<file path="config.mk">
export PLATFORM = sky130hd
export DESIGN_NAME = cfu_cmd_master
export DESIGN_NICKNAME = d
export VERILOG_FILES = /design/src/rtl/cfu_master_pkg.sv /design/src/rtl/cfu_req_fifo.sv /design/src/rtl/cfu_cmd_master.sv
export SDC_FILE = /design/constraint.sdc
export NUM_CORES = 1
export LEC_CHECK = 0
export ABC_AREA = 0
export ABC_CLOCK_PERIOD_IN_PS = 3700
export BUFFER_PORTS_ARGS = -buffer_cell sky130_fd_sc_hd__buf_2
export CAP_MARGIN = 20
export CORE_MARGIN = 1
export CORE_UTILIZATION = 51
export CTS_CLUSTER_SIZE = 16
export DETAILED_ROUTE_END_ITERATION = 10
export PLACE_DENSITY = 0.86
export SETUP_SLACK_MARGIN = 0.5
export SYNTH_ARGS = -nofsm -noshare
export SYNTH_HDL_FRONTEND = slang
export SYNTH_SLANG_ARGS = --single-unit
</file>
<file path="constraint.sdc">
create_clock -name clk -period 3.7 [get_ports clk]
set_clock_uncertainty 0.05 [all_clocks]
set_input_delay 0.37 -clock clk [delete_from_list [all_inputs] [get_ports clk]]
set_output_delay 0.37 -clock clk [all_outputs]
set_load 0.05 [all_outputs]
</file>
<file path="src/rtl/cfu_master_pkg.sv">
// Shared types and constants for the CFU command master.
// Holds the FSM state enum and the queued request layout.
package cfu_master_pkg;

  localparam int CFU_WORD_W = 32;

  localparam logic [CFU_WORD_W-1:0] TIMEOUT_DATA =
    32'hDEAD_BEEF;

  typedef enum logic [1:0] {
    ST_IDLE,
    ST_ISSUE,
    ST_WAIT,
    ST_DELIVER
  } state_t;

  typedef struct packed {
    logic [CFU_WORD_W-1:0] instr;
    logic [CFU_WORD_W-1:0] in0;
    logic [CFU_WORD_W-1:0] in1;
  } req_t;

endpackage

</file>
<file path="src/rtl/cfu_req_fifo.sv">
// Request queue: power-of-two depth, pointers one bit wider
// than the index so full/empty are told apart by the MSB.
module cfu_req_fifo
  import cfu_master_pkg::*;
#(
  parameter int DEPTH = 4
) (
  input  logic clk,
  input  logic reset,
  input  logic push,
  input  req_t wr_data,
  input  logic pop,
  output req_t rd_data,
  output logic full,
  output logic empty
);

  localparam int AW = $clog2(DEPTH);

  if (DEPTH < 2 || (DEPTH & (DEPTH - 1)) != 0) begin : g_bad_depth
    $error("cfu_req_fifo: DEPTH must be a power of two >= 2");
  end

  req_t        mem [DEPTH];
  logic [AW:0] wptr;
  logic [AW:0] rptr;

  assign empty = (wptr == rptr);
  assign full  = (wptr[AW] != rptr[AW]) &&
                 (wptr[AW-1:0] == rptr[AW-1:0]);

  assign rd_data = mem[rptr[AW-1:0]];

  always_ff @(posedge clk or posedge reset) begin
    if (reset) begin
      wptr <= '0;
      rptr <= '0;
    end else begin
      if (push && !full)
        wptr <= wptr + (AW + 1)'(1);
      if (pop && !empty)
        rptr <= rptr + (AW + 1)'(1);
    end
  end

  always_ff @(posedge clk) begin
    if (push && !full)
      mem[wptr[AW-1:0]] <= wr_data;
  end

endmodule

</file>
<file path="src/rtl/cfu_cmd_master.sv">
// Queues CFU requests and runs them one at a time in order.
// CFU_CMD_MASTER_TIMEOUT_EN adds a response timeout.
module cfu_cmd_master
  import cfu_master_pkg::*;
#(
  parameter int         FIFO_DEPTH     = 4,
  parameter logic [2:0] ROUNDING       = 3'd0,
  parameter int         TIMEOUT_CYCLES = 255
) (
  input  logic        clk,
  input  logic        reset,
  input  logic        req_valid,
  output logic        req_ready,
  input  logic [31:0] req_instruction,
  input  logic [31:0] req_in0,
  input  logic [31:0] req_in1,
  output logic        cmd_valid,
  input  logic        cmd_ready,
  output logic [31:0] cmd_payload_instruction,
  output logic [31:0] cmd_payload_inputs_0,
  output logic [31:0] cmd_payload_inputs_1,
  output logic [2:0]  cmd_payload_rounding,
  input  logic        rsp_valid,
  output logic        rsp_ready,
  input  logic [31:0] rsp_payload_output,
  output logic        res_valid,
  input  logic        res_ready,
  output logic [31:0] res_data,
  output logic        res_err
);

  if (TIMEOUT_CYCLES < 1 || TIMEOUT_CYCLES > 65535) begin : g_bad_to
    $error("cfu_cmd_master: TIMEOUT_CYCLES out of 1..65535");
  end

  state_t state;
  state_t state_nxt;
  req_t   wr_req;
  req_t   head;
  req_t   cmd_q;
  logic   fifo_full;
  logic   fifo_empty;
  logic   push;
  logic   pop;
  logic   to_hit;

  assign wr_req = '{
    instr: req_instruction,
    in0:   req_in0,
    in1:   req_in1
  };

  assign req_ready = !fifo_full;
  assign push      = req_valid && !fifo_full;

  cfu_req_fifo #(
    .DEPTH (FIFO_DEPTH)
  ) u_fifo (
    .clk     (clk),
    .reset   (reset),
    .push    (push),
    .wr_data (wr_req),
    .pop     (pop),
    .rd_data (head),
    .full    (fifo_full),
    .empty   (fifo_empty)
  );

  always_ff @(posedge clk or posedge reset) begin
    if (reset)
      state <= ST_IDLE;
    else
      state <= state_nxt;
  end

  always_comb begin
    state_nxt = state;
    unique case (state)
      ST_IDLE:
        if (!fifo_empty) state_nxt = ST_ISSUE;
      ST_ISSUE:
        if (cmd_ready) state_nxt = ST_WAIT;
      ST_WAIT:
        if (rsp_valid || to_hit) state_nxt = ST_DELIVER;
      ST_DELIVER:
        if (res_ready)
          state_nxt = fifo_empty ? ST_IDLE : ST_ISSUE;
      default:
        state_nxt = ST_IDLE;
    endcase
  end

  always_comb begin
    cmd_valid = 1'b0;
    rsp_ready = 1'b0;
    res_valid = 1'b0;
    pop       = 1'b0;
    unique case (state)
      ST_IDLE:    pop       = !fifo_empty;
      ST_ISSUE:   cmd_valid = 1'b1;
      ST_WAIT:    rsp_ready = 1'b1;
      ST_DELIVER: begin
        res_valid = 1'b1;
        pop       = res_ready && !fifo_empty;
      end
      default: ;
    endcase
  end

  // Command register only loads on pop, so it is frozen in ISSUE.
  always_ff @(posedge clk or posedge reset) begin
    if (reset) begin
      cmd_q    <= '0;
      res_data <= '0;
    end else begin
      if (pop)
        cmd_q <= head;
      if (state == ST_WAIT) begin
        if (rsp_valid)
          res_data <= rsp_payload_output;
        else if (to_hit)
          res_data <= TIMEOUT_DATA;
      end
    end
  end

  assign cmd_payload_instruction = cmd_q.instr;
  assign cmd_payload_inputs_0    = cmd_q.in0;
  assign cmd_payload_inputs_1    = cmd_q.in1;
  assign cmd_payload_rounding    = ROUNDING;

`ifdef CFU_CMD_MASTER_TIMEOUT_EN
  localparam logic [15:0] TO_LAST = 16'(TIMEOUT_CYCLES - 1);

  logic [15:0] to_cnt;
  logic        err_q;

  // Counter rests at zero outside WAIT, so it restarts on entry.
  assign to_hit = (to_cnt == TO_LAST);

  always_ff @(posedge clk or posedge reset) begin
    if (reset)
      to_cnt <= '0;
    else if (state != ST_WAIT)
      to_cnt <= '0;
    else
      to_cnt <= to_cnt + 16'd1;
  end

  always_ff @(posedge clk or posedge reset) begin
    if (reset)
      err_q <= 1'b0;
    else if (state == ST_WAIT) begin
      if (rsp_valid)
        err_q <= 1'b0;
      else if (to_hit)
        err_q <= 1'b1;
    end
  end

  assign res_err = err_q;
`else
  assign to_hit  = 1'b0;
  assign res_err = 1'b0;
`endif

endmodule

</file>
==> run_results.csv <==
group,metric,value,unit
sta,setup_violations,0,
routing,routedWlPerCell,22.3,um
routing,detail_route.vias_per_cell,5.43,
run,maxCapViolations,0,
pwr,vdd_drop_max,0.000699,V
place,port_buffers,265,
critical_path,crit_fanout,41,
place,place_hpwl,22100,um
grt,grt_max_degree,99,
floorplanning,coreArea,36800,um2
sta,setup_tns,0,ns
pwr,powerDensity,936,nW/um2
critical_path,crit_slowest_cell,"and3_4",
routing,ant_nets,0,
yosys,yosysMostFrequentCell,"edfxtp_1",
cts,numCtsBuffers,51,
worst_hold_path,min_path_cells,3,
sta,maxSlewHeadroom,41.4,%
final_layout,multi_input_area,4040,um2
critical_path,crit_arrival,2.60,ns
critical_path,critPathCaptureType,"register",
sta,final_hold_viol_count,0,
critical_path,crit_type,"register to register",
yosys,ys_top_cells_by_area,"edfxtp_1 (60%), dfrtp_1 (18%), mux4_2 (11%)",
routing,drt_pass1_iterations,5,
critical_path,start_kind,"register",
final_layout,seqCellArea,14900,um2
floorplanning,initial_utilization,52.2,%
yosys,ys_ff_latch,520,
grt,grt.total_usage,21.1,%
yosys,ys_types,28,
floorplanning,io_pins,270,
critical_path,path_cells,"xor2_1 -> or3_1 -> and3_4 -> buf_12",
yosys,yosysTopAreaCell,"edfxtp_1",
cts,post_cts_buffers,0,
yosys,seq_area_frac_synth,77.8,%
final_layout,drive_gt1_share,45.2,%
status,status,"complete, no violations",
cts,cts_root_buf,"clkbuf_16",
critical_path,cpLargestDelayFamily,"simple AND/OR/NAND/NOR gates",
critical_path,critical_path_buf_inv_count,1,
grt,grt_pass1_wl,60400,um
cts,cts_resized,0,
sta,post-route-period-util,65.2,%
critical_path,rr_endpoint,"u_fifo.mem[1][53]$_DFFE_PP_",
pwr,total_power,22.5,mW
critical_path,r2r-start,"u_fifo.rptr[1]$_DFFE_PP0P_",
floorplanning,fp.dieW,196,um
worst_hold_path,hp-start,"req_valid",
grt,antenna_found_initial,3,
routing,routed_wl,39500,um
cts,clock-sinks,520,
critical_path,slowest_delay,0.59,ns
routing,vias,9636,
critical_path,r2r_cells,4,
sta,rsz0062_at_grt,"no",
cts,clkTransAtPathRegs,0.06,ns
yosys,synth_top_cells_by_count,"edfxtp_1 (384), dfrtp_1 (136), mux2_2 (120)",
grt,grt_pass1_vias,10600,
final_layout,area_delta_synth_final,25.4,%
yosys,ys.flop_type,"edfxtp_1",
floorplanning,fp.dieArea,38400,um2
final_layout,final_nets,1406,
worst_hold_path,hold_path_class,"input pin to register",
sta,period_minus_slack,2.41,ns
yosys,synth_area,19200,um2
floorplanning,std_cell_rows,70,
final_layout,fillers,2303,
cts,cts_buffer_depth,3,
yosys,synth_area_per_cell,23.0,um2
critical_path,crit_required,3.89,ns
yosys,synth_edf_count,384,
yosys,netlist_instances,834,
grt,grt_remaining_overflow,0,
routing,remaining_drc_errors,0,
critical_path,r2r_slack,1.29,ns
place,gp_congestion,0.724,
yosys,synth_top_area_share,60.1,%
cts,cts_htree_levels,2,
yosys,synthArstFlopShare,26.2,%
cts,clock_latency,0.57,ns
cts,cts_tree,"yes",
floorplanning,fp.dieH,196,um
pwr,leakage,8.99,nW
worst_hold_path,hold_end,"u_fifo.wptr[0]$_DFFE_PP0P_",
sta,fmax,415,MHz
sta,worstMarginPinSlew,0.879,ns
yosys,ys_warn_count,0,
routing,first_iter_violations,489,
sta,drv_slew,0,
layout make-up:
class                      count  share of cell area [%]
antenna                        2                  0.0208
clock buffer                  75                    6.02
clock inverter                20                   0.639
inverter                       6                   0.109
multi-input combinational    270                    16.8
sequential                   520                    62.1
tap                          468                    2.43
timing repair buffer         413                    11.9
layer usage:
layer	vias up	track usage, %	wire, um
li1	4219	-	-
met1	4988	25.9	15700
met2	352	36.7	20300
met3	75	4.81	2570
met4	2	7.52	1010
met5	-	0	13
sequential cells by signal, summed over array words and instances (netlist names):
signal / cells
cmd_payload_inputs_0: 32
u_fifo.rptr: 3
cmd_payload_inputs_1: 32
u_fifo.wptr: 3
state: 2
cmd_payload_instruction: 32
res_data: 32
u_fifo.mem: 384
timing repair:
action,in CTS,in global routing
hold buffers,129,0
endpoints found under the hold margin,432,0
endpoints found under the setup margin,0,0
worst reg2reg max path: stages (launching register included):
cell     delay, ns
dfrtp_4       0.48
xor2_1        0.28
or3_1         0.27
and3_4        0.59
buf_12        0.37
worst max path at each step:
stage | start | end | slack [ns] | cells after the start
3_3_place_gp | u_fifo.rptr[1]$_DFFE_PP0P_ | u_fifo.mem[1][53]$_DFFE_PP_ | 1.35 | 4
5_1_grt | u_fifo.wptr[1]$_DFFE_PP0P_ | u_fifo.mem[1][50]$_DFFE_PP_ | 1.19 | 4
2_1_floorplan | u_fifo.rptr[0]$_DFFE_PP0P_ | u_fifo.mem[3][0]$_DFFE_PP_ | 0.51 | 5
3_5_place_dp | u_fifo.rptr[1]$_DFFE_PP0P_ | u_fifo.mem[1][53]$_DFFE_PP_ | 1.30 | 4
6_report | u_fifo.rptr[1]$_DFFE_PP0P_ | u_fifo.mem[1][53]$_DFFE_PP_ | 1.29 | 4
4_1_cts | u_fifo.rptr[1]$_DFFE_PP0P_ | req_ready | 1.27 | 3
placed cells by master (no fill, tap or decap), types with 2 or more instances in the layout:
| cell | netlist | layout |
|---|---|---|
| buf_12 | 0 | 8 |
| inv_1 | 6 | 5 |
| bufinv_16 | 0 | 2 |
| xnor2_1 | 3 | 3 |
| clkbuf_8 | 0 | 4 |
| clkinv_1 | 0 | 6 |
| diode_2 | 0 | 2 |
| dfrtp_4 | 0 | 2 |
| clkinv_2 | 0 | 8 |
| clkbuf_16 | 0 | 53 |
| mux4_2 | 96 | 96 |
| clkbuf_1 | 9 | 18 |
| buf_4 | 4 | 11 |
| mux2_2 | 120 | 120 |
| a21o_1 | 2 | 2 |
| edfxtp_1 | 384 | 384 |
| nand2_1 | 4 | 4 |
| clkinvlp_4 | 0 | 4 |
| and3_4 | 0 | 4 |
| ha_1 | 10 | 10 |
| dfrtp_1 | 136 | 134 |
| dlygate4sd3_1 | 0 | 129 |
| conb_1 | 1 | 4 |
| nand2b_1 | 3 | 3 |
| mux2_4 | 10 | 10 |
| buf_2 | 19 | 265 |
| xor2_1 | 5 | 5 |
power breakdown:
group,switching (mW),total (mW),leakage [nW],internal [mW]
Combinational,5.50,8.71,3.09,3.21
Clock,2.09,4.95,0.777,2.85
Sequential,0.684,8.86,5.12,8.17
per-stage QoR:
stage	setup WS [ns]	instances	utilization (%)	hold slack (ns)	instance area (um2)
floorplan	0.508	837	-	0.419	19200
global placement	1.35	1548	57.5	0.372	21200
detailed placement	1.30	1548	57.5	0.379	21200
CTS	1.27	1772	65.4	0.0623	24100
global route	1.19	1774	65.4	0.0852	24100
finish	1.29	1774	65.4	0.0949	24100
kinds of logic (layout without fill, tap and decap cells):
logic type / after synthesis / count (layout) / share of synthesized area, %
buf+inv: 47 / 514 / 1.32
simple gates: 15 / 15 / 0.424
xor+xnor: 8 / 8 / 0.365
compound gates: 6 / 6 / 0.248
other cells: 1 / 6 / 0.0195
fa+ha+maj: 10 / 10 / 0.652
mux: 227 / 227 / 19.1
flops: 520 / 520 / 77.8
(Power assumes the default switching activity.)
